### src/rtl/uart_rx.sv
// UART receiver: 2-flop synchronised line, per-bit oversampling with a 3-sample
// mid-bit majority vote, optional parity, one-cycle data/error strobes.
module uart_rx #(
   parameter int DATA_WIDTH = 8
) (
   input  logic                  CLK,
   input  logic                  RST,
   input  logic                  RX_IN,
   input  logic                  PAR_EN,
   input  logic                  PAR_TYP,
   input  logic [5:0]            Prescale,
   output logic [DATA_WIDTH-1:0] P_DATA,
   output logic                  DATA_VALID,
   output logic                  PAR_ERR,
   output logic                  STP_ERR
);

   localparam int CNT_W = $clog2(DATA_WIDTH + 1);
   localparam logic [CNT_W-1:0] LAST_BIT = CNT_W'(DATA_WIDTH - 1);

   typedef enum logic [2:0] {IDLE, START, DATA, PARITY, STOP} state_t;

   state_t                 state_q, state_d;
   logic                   rx_meta, rx_s;
   logic [5:0]             edge_cnt;
   logic [CNT_W-1:0]       bit_cnt;
   logic [2:0]             samp;
   logic [DATA_WIDTH-1:0]  shift_reg;
   logic                   par_en_q, par_typ_q, par_err_q;
   logic [5:0]             prescale_q;

   logic [5:0] half;
   logic       samp_lo, samp_mid, samp_hi, decide, bit_end;
   logic       majority, exp_par;

   // Sample window is centred on the middle of the bit; the decision lands one
   // cycle after the last sample so the vote sees all three registered samples.
   assign half     = prescale_q >> 1;
   assign samp_lo  = (edge_cnt == half - 6'd1);
   assign samp_mid = (edge_cnt == half);
   assign samp_hi  = (edge_cnt == half + 6'd1);
   assign decide   = (edge_cnt == half + 6'd2);
   assign bit_end  = (edge_cnt == prescale_q - 6'd1);
   assign majority = (samp[0] & samp[1]) | (samp[0] & samp[2]) | (samp[1] & samp[2]);
   assign exp_par  = par_typ_q ^ (^shift_reg);

   always_ff @(posedge CLK or negedge RST) begin
      if (!RST) state_q <= IDLE;
      else      state_q <= state_d;
   end

   // STOP leaves at the decision point rather than the bit end so a start bit
   // immediately following the stop bit is not missed.
   always_comb begin
      state_d = state_q;
      case (state_q)
         IDLE:    if (!rx_s) state_d = START;
         START: begin
            if (decide && majority) state_d = IDLE;
            else if (bit_end)       state_d = DATA;
         end
         DATA:    if (bit_end && bit_cnt == LAST_BIT) state_d = par_en_q ? PARITY : STOP;
         PARITY:  if (bit_end) state_d = STOP;
         STOP:    if (decide) state_d = IDLE;
         default: state_d = IDLE;
      endcase
   end

   always_ff @(posedge CLK or negedge RST) begin
      if (!RST) begin
         rx_meta    <= 1'b1;
         rx_s       <= 1'b1;
         edge_cnt   <= '0;
         bit_cnt    <= '0;
         samp       <= '0;
         shift_reg  <= '0;
         par_en_q   <= 1'b0;
         par_typ_q  <= 1'b0;
         par_err_q  <= 1'b0;
         prescale_q <= '0;
         P_DATA     <= '0;
         DATA_VALID <= 1'b0;
         PAR_ERR    <= 1'b0;
         STP_ERR    <= 1'b0;
      end else begin
         rx_meta    <= RX_IN;
         rx_s       <= rx_meta;
         DATA_VALID <= 1'b0;
         PAR_ERR    <= 1'b0;
         STP_ERR    <= 1'b0;
         if (state_q == IDLE) begin
            edge_cnt  <= '0;
            bit_cnt   <= '0;
            par_err_q <= 1'b0;
            // Configuration is frozen here for the whole frame.
            if (!rx_s) begin
               edge_cnt   <= 6'd1;
               par_en_q   <= PAR_EN;
               par_typ_q  <= PAR_TYP;
               prescale_q <= Prescale;
            end
         end else begin
            edge_cnt <= bit_end ? '0 : edge_cnt + 6'd1;
            if (samp_lo)  samp[0] <= rx_s;
            if (samp_mid) samp[1] <= rx_s;
            if (samp_hi)  samp[2] <= rx_s;
            case (state_q)
               DATA: begin
                  if (decide)  shift_reg <= {majority, shift_reg[DATA_WIDTH-1:1]};
                  if (bit_end) bit_cnt   <= bit_cnt + CNT_W'(1);
               end
               PARITY: begin
                  if (decide && (majority != exp_par)) par_err_q <= 1'b1;
               end
               STOP: begin
                  // Data is only published for a frame with no error at all.
                  if (decide) begin
                     STP_ERR <= ~majority;
                     PAR_ERR <= par_err_q;
                     if (majority && !par_err_q) begin
                        P_DATA     <= shift_reg;
                        DATA_VALID <= 1'b1;
                     end
                  end
               end
               default: ;
            endcase
         end
      end
   end

endmodule

### config.mk
export PLATFORM = sky130hd
export DESIGN_NAME = uart_rx
export DESIGN_NICKNAME = d
export VERILOG_FILES = /design/src/rtl/uart_rx.sv
export SDC_FILE = /design/constraint.sdc
export NUM_CORES = 1
export LEC_CHECK = 0
export BUFFER_PORTS_ARGS = -buffer_cell sky130_fd_sc_hd__buf_4
export CORE_MARGIN = 2
export CORE_UTILIZATION = 45
export CTS_CLUSTER_SIZE = 20
export DETAILED_ROUTE_END_ITERATION = 8
export PLACE_DENSITY = 0.74
export SLEW_MARGIN = 30
export SYNTH_ARGS = -nofsm -noshare
export SYNTH_HDL_FRONTEND = slang
export SYNTH_SLANG_ARGS = --single-unit
export TNS_END_PERCENT = 20
### constraint.sdc
create_clock -name CLK -period 2.8 [get_ports CLK]
set_clock_uncertainty 0.15 [all_clocks]
set_input_delay 0.42 -clock CLK [delete_from_list [all_inputs] [get_ports CLK]]
set_output_delay 0.42 -clock CLK [all_outputs]
set_load 0.01 [all_outputs]
-- Yosys cells after proc, flatten, opt, wreduce, memory -nomap -nowiden
Cells that the tools add are included.
- output and inout bits: 11
- word-level logic and storage cells: 95
- register bits after elaboration: 46
- bits of input ports: 11
- multiplexer cells: 27
- bitwise gates (word level): 9
- eq/ne operators: 16
- reduce and logical (&&, ||, !) cells: 20
- $add $sub $neg: 6
- operator list (cell ; count):
    6-bit == test ; 4
    3-bit 2-to-1 mux ; 7
    3-bit case mux with 5 select lines ; 1
    1-bit 2-to-1 mux ; 14
    4-bit 2-to-1 mux ; 3
    6-bit 2-to-1 mux ; 2
    2-bit AND reduction ; 6
    2-bit inequality test, second input constant ; 4
    2-bit nonzero test ; 4
    8-bit parity ; 1
    5-bit by 1-bit adder with 6-bit output, second input constant ; 1
    5-bit by 2-bit adder with 6-bit output, second input constant ; 1
    6-bit by 1-bit adder with 6-bit output, second input constant ; 1
    3-bit by 2-bit == test with 1-bit output, second input constant ; 2
    6-bit by 5-bit == test with 1-bit output ; 1
    5-bit by 1-bit subtractor with 6-bit output, second input constant ; 1
    6-bit by 1-bit subtractor with 6-bit output, second input constant ; 1
    5-bit AND reduction ; 1
    4-bit by 1-bit adder with 4-bit output, second input constant ; 1
    4-bit by 3-bit == test with 1-bit output, second input constant ; 1
    1-bit logical AND ; 4
    4-bit AND reduction ; 1
    1-bit AND ; 3
    3-bit by 1-bit == test with 1-bit output, second input constant ; 1
    9 further kinds ; 12

-- Logic depth before layout (Yosys ltp)
Gate-level depths: netlist of run 1.
- depth after elaboration: 8
- gate-level depth with buffers: 10
- mapped depth without buffers: 8

-- Worst setup path after synthesis of run 1
OpenSTA, ideal clock, no wires.
- path kind: register -> register
- start point: reg prescale_q[2]
- end point: reg P_DATA[0]
- required time: 2.525 ns
- setup time: 0.125 ns
- cell stages (with the launch flop): 7
- arrival: 2.414 ns
- clock period less this slack: 2.688 ns
- buffers on the path: 0
- setup slack: 0.112 ns
- path through: dfrtp_1 > ha_1 > o21ba_2 > a221o_1 > a211o_4 > nor4_4 > mux2_2
- word-level cells in the longest chain between the ends: 3
- ends and longest elaborated chain (what ; RTL line ; source):
    start: declaration ; 30 ; logic [5:0] prescale_q;
    start signal: assignment ; 100 ; prescale_q <= Prescale;
    5-bit by 2-bit adder with 6-bit output ; 42 ; assign decide = (edge_cnt == half + 6'd2);
    6-bit == test ; 42 ;
    4-bit AND reduction (no source line) ; - ;
    end signal: assignment ; 121 ; P_DATA <= shift_reg;
    end: declaration ; 12 ; output logic [DATA_WIDTH-1:0] P_DATA,
Every way passes these cells.
A chain may end at the register's enable or synchronous reset.

-- Final worst setup path of run 1
- start point: reg prescale_q[2]
- end point: reg shift_reg[1]
- word-level cells in the longest chain between the ends: 3
- ends and longest elaborated chain (what ; RTL line ; source):
    5-bit by 2-bit adder with 6-bit output ; 42 ;
    6-bit == test ; 42 ;
    3-bit AND reduction (no source line) ; - ;
    end signal: assignment ; 109 ; if (decide) shift_reg <= {majority, shift_reg[DATA_WIDTH-1:1]};
    end: declaration ; 28 ; logic [DATA_WIDTH-1:0] shift_reg;
Every way passes these cells.

==> results of run 1 <==
-- power by group through the flow --
stage | sequential (mW) | combinational [mW] | clock [mW]
floorplan | 0.901 | 1.10 | 0
global placement | 0.969 | 1.30 | 0
detailed placement | 0.974 | 1.34 | 0
CTS | 0.962 | 1.35 | 0.527
global route | 0.989 | 1.55 | 0.557
finish | 0.967 | 1.40 | 0.526
-- area by class of cell --
class	count	area [sq um]
Clock buffer	5	68.8
Timing Repair Buffer	31	235
Multi-Input combinational cell	175	1330
Tap cell	72	90.1
Sequential cell	46	1150
Inverter	12	45.0
Fill cell	486	2540
Clock inverter	3	48.8
-- placed cells by master, fill, tap and decap left out, types with 2 or more instances in the layout --
cell	synthesis	routed
dfrtp_1	44	44
buf_4	0	30
xnor2_1	21	21
mux2_2	20	20
nand2_1	17	17
nor2_1	13	13
o21ai_0	12	12
inv_1	12	11
xor2_1	11	11
nand3_1	9	9
ha_1	9	9
a21oi_1	7	7
nor3_1	8	7
clkbuf_8	0	5
nand2b_1	4	4
and3_1	3	3
or3_1	3	3
o31ai_1	3	3
or2_2	2	2
and4_1	2	2
nand3b_1	2	2
a31oi_1	2	2
dfstp_2	2	2
-- worst max-delay path by stage --
stage / slack [ns] / endpoint / from
after floorplan: 0.11 / P_DATA[0]$_DFFE_PN0P_ / prescale_q[2]$_DFFE_PN0P_
after global placement: 0.17 / shift_reg[5]$_DFFE_PN0P_ / prescale_q[2]$_DFFE_PN0P_
after detailed placement: 0.08 / bit_cnt[2]$_DFFE_PN0P_ / prescale_q[2]$_DFFE_PN0P_
after CTS: 0.06 / edge_cnt[0]$_DFF_PN0_ / prescale_q[2]$_DFFE_PN0P_
after global routing: 0.02 / shift_reg[6]$_DFFE_PN0P_ / prescale_q[2]$_DFFE_PN0P_
final: 0.1 / shift_reg[1]$_DFFE_PN0P_ / prescale_q[2]$_DFFE_PN0P_
-- layer usage --
metal / global-route usage / vias to the layer above / wire [um] / part of all wire
met1: 0.242 / 923 / 2500 / 0.48
met3: 0.0396 / 8 / 299 / 0.057
met5: 0 / - / 0 / 0
li1: - / 913 / - / -
met2: 0.273 / 62 / 2360 / 0.45
met4: 0.0517 / 0 / 67 / 0.013
-- per-stage QoR --
| step | total power [mW] | std cells |
|---|---|---|
| 6_report | 2.90 | 344 |
| 5_1_grt | 3.09 | 344 |
| 4_1_cts | 2.83 | 344 |
| 3_5_place_dp | 2.31 | 335 |
| 3_3_place_gp | 2.27 | 335 |
| 2_1_floorplan | 2.00 | 247 |
-- critical path, delay by kind of cell (launching register included) --
kind	cells	cell delay (ns)
multiplexers	1	0.33
flip-flops	1	0.40
AO/OA/AOI/OAI	3	0.96
AND/OR/NAND/NOR	1	0.49
adder cells (fa/ha/maj)	1	0.25
-- logic make-up (layout without fill, tap and decap cells) --
family                   count (synthesis)  in the layout  synth area share
flip-flops                              46             46             0.448
buffers and inverters                   26             51            0.0428
XOR/XNOR                                33             33             0.115
multiplexers                            20             20            0.0875
AO/OA/AOI/OAI                           42             42             0.115
adder cells (fa/ha/maj)                 10             10            0.0476
AND/OR/NAND/NOR                         70             70             0.144
-- timing repair --
action	in CTS	in global routing
gates resized for setup	0	5
endpoints found under the setup margin	0	14
hold endpoints to repair	26	0
hold buffers	1	0
==> results.py, run 1 <==
metrics = {
    "run_status": {
        "status": "complete, no violations",
    },
    "synth": {
        "ys_top_cells_by_area": "dfrtp_1 43%, mux2_2 8.7%, xnor2_1 7.1%",
        "yosys_warnings": 0,
        "async_flop_share": 1.00,
        "yosys.cell_count.top_type": "dfrtp_1",
        "synth_top_area_frac": 0.428,
        "synth_edf_count": 0,
        "synthCells": 247,
        "syn_avg_cell_area_sq_um": 10.4,
        "synth_cell_types": 51,
        "syn_nets": 267,
        "dominantRegCellSynth": "dfrtp_1",
        "yosysSeqAreaShare": 0.448,
        "synthTopCellsByCount": "44 x dfrtp_1, 21 x xnor2_1, 20 x mux2_2",
        "synth_area_sq_um": 2570,
        "yosys.area.top_type": "dfrtp_1",
        "ys_ff_latch": 46,
    },
    "power": {
        "p_sw_mw": 1.21,
        "p_leak_nw": 1.33,
        "pwr-share-seq": 0.334,
        "clkPwrFrac": 0.182,
        "combPwrFrac": 0.485,
        "power_density_nw_per_um2": 975,
        "swShare": 0.416,
        "p_int_mw": 1.69,
        "irDropWorstVdd_v": 0.000496,
    },
    "detailed_routing": {
        "first_pass_iters": 4,
        "drt_iter0_markers": 167,
        "drt-total-wl_mm": 5.22,
        "drc_errors": 0,
        "viasPerCell": 5.54,
        "ant_nets": 0,
        "wl_per_cell_um": 15.2,
        "vias": 1906,
    },
    "clock_network": {
        "cts_tree": "done",
        "cts_buffers": 5,
        "root_buffer": "clkbuf_8",
        "clk_pin_slew_ns": 0.10,
        "clk_path_buf_depth": 2,
        "cts_sinks": 46,
        "cts_max_level": 2,
        "cts_setup_buffers": 0,
        "clock_latency_ns": 0.31,
    },
    "sta": {
        "worst_slew_pin_slew_ns": 0.584,
        "period_share": 0.965,
        "fin_crit_ns": 2.70,
        "fin_tns_setup_ns": 0,
        "slew_headroom": 0.611,
        "layout_setup_ws_ns": 0.0988,
        "holdWs_ns": 0.0731,
        "drv_slew": 0,
        "setup_violations": 0,
        "fmax_ghz": 0.370,
        "rsz0062_at_grt": "no",
        "hold_viol": 0,
    },
    "placement": {
        "hpwl_mm": 3.56,
        "dp_slack_ns": 0.0775,
        "post_dp_cell_area_sq_um": 2830,
        "io_buffers": 21,
        "gp_congestion": 0.879,
    },
    "grt": {
        "grt_usage": 0.174,
        "gr-total-overflow": 0,
        "grt_max_degree": 47,
        "grt_pass1_vias": 1824,
        "antenna_found_initial": 0,
        "grt_pass1_wl_mm": 8.60,
    },
    "worst_hold_path": {
        "hold_class": "primary input to flop",
        "holdPathEnd": "rx_meta$_DFF_PN1_",
        "worstHoldStart": "RX_IN",
        "whs_path_depth": 1,
    },
    "setup_path": {
        "criticalPathCategory": "flop to flop",
        "r2r_start": "prescale_q[2]$_DFFE_PN0P_",
        "crit_path_max_fanout": 9,
        "cp-end-kind": "flop",
        "required_ns": 2.84,
        "cp.arrival_ns": 2.75,
        "timing.rr.end": "shift_reg[1]$_DFFE_PN0P_",
        "slowest_delay_ns": 0.49,
        "path_cells": "ha_1 > o21ba_2 > a221o_1 > a211o_4 > or3_1 > mux2_2",
        "start_kind": "flop",
        "slowest_stage": "or3_1",
        "rrSetupSlack_ns": 0.1,
        "ff2ff_path_depth": 6,
    },
    "floorplan": {
        "start_util": 0.468,
        "row_count": 27,
        "dieArea_sq_um": 6340,
        "ios": 22,
        "die_h_um": 79.6,
        "die_w_um": 79.6,
        "core-area_sq_um": 5510,
    },
    "final_layout": {
        "drive_above_1_share": 0.265,
        "finalInstanceArea_sq_um": 2970,
        "final_util": 0.539,
        "n_antenna_cell": 0,
        "area_delta_synth_final_pct": 15.4,
        "nets": 291,
    },
    "run": {
        "cap_violations": 0,
    },
}
Note: power is estimated with default switching activity, not from simulation.
==> run 2, diff against run 1 <==
PLACE_DENSITY = 0.72   (was 0.74)
clock period = 3.1 ns   (was 2.8 ns; I/O delays follow)
==> run 2 against run 1 <==
Register-to-register slack improved by 0.13 ns; final area decreased by 2.7%; largest power group unchanged; flip-flop and latch count unchanged.
==> results.py, run 2 (synthesis gave the netlist of run 1 again) <==
metrics = {
    "final_layout": {
        "fillers": 484,
        "final_common_cell": "dfrtp_1",
        "nets": 287,
        "area_delta_synth_final_pct": 12.2,
        "drive_above_1_share": 0.243,
        "n_antenna_cell": 0,
        "final_util": 0.525,
        "finalInstanceArea_sq_um": 2890,
        "fin_cells": 340,
        "layout_common_cells": "44 x dfrtp_1, 27 x buf_4, 21 x xnor2_1",
    },
    "setup_path": {
        "start_kind": "flop",
        "slowest_stage": "dfrtp_1",
        "cp.arrival_ns": 2.91,
        "critPathBufInv": 1,
        "criticalPathCategory": "flop to flop",
        "required_ns": 3.14,
        "cp_top_family": "compound AO/OA/AOI/OAI gates",
        "cp-end-kind": "flop",
        "path_cells": "ha_1 > o21ba_2 > a221o_1 > a211o_4 > nor4_4 > buf_4 > mux2_2",
        "slowest_delay_ns": 0.49,
        "crit_path_max_fanout": 9,
    },
    "placement": {
        "io_buffers": 21,
        "post_dp_cell_area_sq_um": 2800,
        "dp_cells": 332,
        "gp_congestion": 0.908,
        "hpwl_mm": 3.55,
        "dp_slack_ns": 0.251,
    },
    "sta": {
        "layout_setup_ws_ns": 0.232,
        "holdWs_ns": 0.00114,
        "slew_headroom": 0.577,
        "fmax_ghz": 0.349,
        "drv_slew": 0,
        "fin_crit_ns": 2.87,
        "period_share": 0.925,
        "setup_violations": 0,
        "worst_slew_pin_slew_ns": 0.632,
        "hold_viol": 0,
        "fin_tns_setup_ns": 0,
        "rsz0062_at_grt": "no",
    },
    "grt": {
        "grt_usage": 0.173,
        "grt_max_degree": 47,
        "antenna_found_initial": 0,
        "gr-total-overflow": 0,
        "grt_pass1_wl_mm": 8.60,
        "grt_pass1_vias": 1810,
    },
    "power": {
        "p_total_mw": 2.43,
        "irDropWorstVdd_v": 0.000456,
        "p_leak_nw": 1.30,
        "p_int_mw": 1.41,
        "pwr-share-seq": 0.375,
        "clkPwrFrac": 0.153,
        "combPwrFrac": 0.473,
        "p_sw_mw": 1.02,
        "power_density_nw_per_um2": 839,
        "swShare": 0.421,
    },
    "floorplan": {
        "core-area_sq_um": 5510,
        "ios": 22,
        "die_h_um": 79.6,
        "die_w_um": 79.6,
        "dieArea_sq_um": 6340,
        "start_util": 0.468,
        "row_count": 27,
    },
    "clock_network": {
        "cts_tree": "done",
        "clk_path_buf_depth": 2,
        "cts_resized": 0,
        "cts_max_level": 2,
        "clk_pin_slew_ns": 0.09,
        "cts_sinks": 46,
        "cts_hold_buf": 0,
        "cts_setup_buffers": 0,
        "cts_buffers": 5,
        "root_buffer": "clkbuf_8",
        "clock_latency_ns": 0.30,
    },
    "detailed_routing": {
        "drc_errors": 0,
        "first_pass_iters": 4,
        "wl_per_cell_um": 14.5,
        "drt_iter0_markers": 95,
        "viasPerCell": 5.45,
        "vias": 1852,
        "drt-total-wl_mm": 4.93,
        "ant_nets": 0,
    },
    "run": {
        "cap_violations": 0,
    },
    "worst_hold_path": {
        "hold_class": "primary input to async pin",
    },
    "run_status": {
        "status": "complete, no violations",
    },
}
## run 2: cell types whose count changed in the layout (fill, tap and decap cells not counted), sizes merged
cell and change:
clkinv +2, clkinvlp -1, bufinv -1, buf -3, dlygate4sd3 -1
## run 2: per-layer routing
metal / GRT usage / wire, um / up-vias
met3: 0.0317 / 232 / 7
met5: 0 / 0 / -
met2: 0.263 / 2260 / 43
li1: - / - / 902
met1: 0.248 / 2370 / 900
met4: 0.0603 / 61 / 0
## run 2: area by class of cell
class / instances / area, sq um / area share
clock buffers: 5 / 68.8 / 0.0238
well taps: 72 / 90.1 / 0.0312
flip-flops and latches: 46 / 1150 / 0.399
inverters: 12 / 45.0 / 0.0156
multi-input cells: 175 / 1310 / 0.454
repair buffers: 27 / 203 / 0.0701
clock inverters: 3 / 18.8 / 0.00649
## run 2: final timing paths
kind | startpoint | end | slack (ns) | cells after the start
max in group asynchronous | RST | P_DATA[7]$_DFFE_PN0P_ | 2.42 | 1
worst max-delay path | prescale_q[3]$_DFFE_PN0P_ | P_DATA[0]$_DFFE_PN0P_ | 0.23 | 7
worst min-delay path | RST | prescale_q[4]$_DFFE_PN0P_ | 0.001 | 1
worst min register to register | rx_meta$_DFF_PN1_ | rx_s$_DFF_PN1_ | 0.21 | 0
worst max register to register | prescale_q[3]$_DFFE_PN0P_ | P_DATA[0]$_DFFE_PN0P_ | 0.23 | 7
min in group CLK | RX_IN | rx_meta$_DFF_PN1_ | 0.12 | 1
## run 2: worst reg2reg max path, cell delays in order, from the launching register on
cell	delay, ns
dfrtp_1	0.49
ha_1	0.28
o21ba_2	0.21
a221o_1	0.36
a211o_4	0.39
nor4_4	0.32
buf_4	0.22
mux2_2	0.34
## run 2: power by group through the flow
| stage | clock, mW | sequential [mW] | combinational [mW] |
|---|---|---|---|
| 3_5_place_dp | 0 | 0.918 | 1.13 |
| 4_1_cts | 0.379 | 0.906 | 1.14 |
| 5_1_grt | 0.403 | 0.928 | 1.28 |
| 2_1_floorplan | 0 | 0.814 | 0.995 |
| 6_report | 0.370 | 0.908 | 1.15 |
| 3_3_place_gp | 0 | 0.909 | 1.12 |
==> run 3, diff against run 2 <==
CORE_UTILIZATION = 59   (was 45)
PLACE_DENSITY = 0.88   (was 0.72)
==> run 3 against run 2 <==
Final area is essentially flat; first-iteration DRC count grew 60%; global-route usage grew 5.0 points; critical endpoint is now P_DATA[3]$_DFFE_PN0P_; sequential share of layout area is essentially flat; combinational power is essentially flat; die area shrank 23%; setup slack lost 0.032 ns; register-to-register slack lost 0.03 ns; critical path type unchanged; sequential power grew 1%; flip-flop and latch count is the same.
==> results.py, run 3 (synthesis gave the netlist of run 1 again) <==
metrics = {
    "sta": {
        "worst_slew_pin_slew_ns": 0.571,
        "drv_slew": 0,
        "setup_violations": 0,
        "fin_crit_ns": 2.90,
        "fin_tns_setup_ns": 0,
        "holdWs_ns": 0.00283,
        "slew_headroom": 0.620,
        "fmax_ghz": 0.345,
        "rsz0062_at_grt": "no",
        "hold_viol": 0,
        "period_share": 0.935,
    },
    "placement": {
        "hpwl_mm": 3.52,
        "dp_cells": 311,
        "io_buffers": 21,
        "gp_congestion": 0.896,
    },
    "clock_network": {
        "cts_max_level": 2,
        "cts_setup_buffers": 0,
        "cts_hold_buf": 0,
        "cts_tree": "done",
        "clk_pin_slew_ns": 0.09,
        "cts_sinks": 46,
        "cts_resized": 0,
        "clk_path_buf_depth": 2,
        "root_buffer": "clkbuf_8",
        "clock_latency_ns": 0.30,
        "cts_buffers": 5,
    },
    "grt": {
        "grt_pass1_vias": 1774,
        "grt_pass1_wl_mm": 8.56,
        "antenna_found_initial": 0,
        "grt_usage": 0.223,
        "grt_max_degree": 47,
        "gr-total-overflow": 0,
    },
    "floorplan": {
        "die_w_um": 70.1,
        "row_count": 24,
        "die_h_um": 70.1,
        "core-area_sq_um": 4260,
        "dieArea_sq_um": 4910,
        "start_util": 0.604,
        "ios": 22,
    },
    "run_status": {
        "status": "complete, no violations",
    },
    "power": {
        "power_density_nw_per_um2": 875,
        "irDropWorstVdd_v": 0.000737,
        "p_sw_mw": 1.04,
        "p_leak_nw": 1.30,
        "combPwrFrac": 0.453,
        "clkPwrFrac": 0.182,
        "p_int_mw": 1.48,
        "swShare": 0.413,
        "pwr-share-seq": 0.365,
    },
    "final_layout": {
        "final_common_cell": "dfrtp_1",
        "area_delta_synth_final_pct": 12.1,
        "layout_common_cells": "44 x dfrtp_1, 26 x buf_4, 21 x xnor2_1",
        "fillers": 321,
        "nets": 286,
        "drive_above_1_share": 0.240,
        "n_antenna_cell": 0,
        "fin_cells": 319,
    },
    "detailed_routing": {
        "drt-total-wl_mm": 5.01,
        "drt_iter0_markers": 152,
        "drc_errors": 0,
        "first_pass_iters": 4,
        "viasPerCell": 5.83,
        "wl_per_cell_um": 15.7,
        "ant_nets": 0,
        "vias": 1861,
    },
    "setup_path": {
        "cp-end-kind": "flop",
        "required_ns": 3.14,
        "path_cells": "ha_1 > o21ba_2 > a221o_1 > a211o_4 > nor4_4 > buf_4 > mux2_2",
        "criticalPathCategory": "flop to flop",
        "r2r_start": "prescale_q[3]$_DFFE_PN0P_",
        "ff2ff_path_depth": 7,
        "start_kind": "flop",
        "crit_path_max_fanout": 9,
        "cp-startpoint": "prescale_q[3]$_DFFE_PN0P_",
        "slowest_delay_ns": 0.50,
        "slowest_stage": "dfrtp_1",
        "cp.arrival_ns": 2.94,
    },
    "run": {
        "cap_violations": 0,
    },
    "worst_hold_path": {
        "hold_class": "primary input to async pin",
    },
}
==> run 3: cell count changes in the layout (fill, tap and decap cells not counted) <==
| cell | change |
|---|---|
| buf_4 | -1 |
| bufinv_16 | +1 |
| clkinv_2 | -2 |
| clkinvlp_4 | +1 |
| inv_6 | -1 |
| inv_8 | +1 |
==> run 3: worst max-delay path, delay by kind of cell (launching register included) <==
family	cells	cell delay, ns
AO/OA/AOI/OAI	3	0.97
adder cells (fa/ha/maj)	1	0.28
buffers and inverters	1	0.22
flip-flops	1	0.50
multiplexers	1	0.34
AND/OR/NAND/NOR	1	0.33
==> run 3: area by class of cell <==
class                           count  area (sq um)  area share
Clock buffer                        5          68.8      0.0238
Clock inverter                      3          48.8      0.0169
Inverter                           12          45.0      0.0156
Multi-Input combinational cell    175          1310       0.454
Sequential cell                    46          1150       0.399
Tap cell                           52          65.1      0.0225
Timing Repair Buffer               26           195      0.0676
==> run 3: final timing paths <==
kind / endpoint / slack, ns
max: P_DATA[3]$_DFFE_PN0P_ / 0.20
min: prescale_q[4]$_DFFE_PN0P_ / 0.003
max reg2reg: P_DATA[3]$_DFFE_PN0P_ / 0.20
min reg2reg: rx_s$_DFF_PN1_ / 0.21
max in group asynchronous: bit_cnt[2]$_DFFE_PN0P_ / 2.41
min in group CLK: rx_meta$_DFF_PN1_ / 0.12
==> run 3: per-stage QoR <==
step            util  setup WS (ns)  instance area, sq um  total power, mW
6_report       0.677          0.200                  2890             2.53
4_1_cts        0.677          0.208                  2890             2.52
3_3_place_gp   0.650          0.301                  2770             2.00
5_1_grt        0.677         0.0696                  2890             2.70
3_5_place_dp   0.650          0.231                  2770             2.03
2_1_floorplan      -          0.412                  2570             1.81
==> run 3: metal layers <==
layer  global-route usage  vias to the layer above  routed length (um)
met5                    0                        -                   0
met1                0.314                      903                2280
li1                     -                      899                   -
met2                0.337                       49                2370
met4               0.0897                        0                 102
met3               0.0491                       10                 248
==> run 3: power by group through the flow <==
| stage | Sequential (mW) | Combinational [mW] | Clock, mW |
|---|---|---|---|
| 2_1_floorplan | 0.814 | 0.995 | 0 |
| 3_3_place_gp | 0.918 | 1.08 | 0 |
| 3_5_place_dp | 0.927 | 1.11 | 0 |
| 4_1_cts | 0.915 | 1.14 | 0.470 |
| 5_1_grt | 0.939 | 1.26 | 0.500 |
| 6_report | 0.921 | 1.14 | 0.461 |
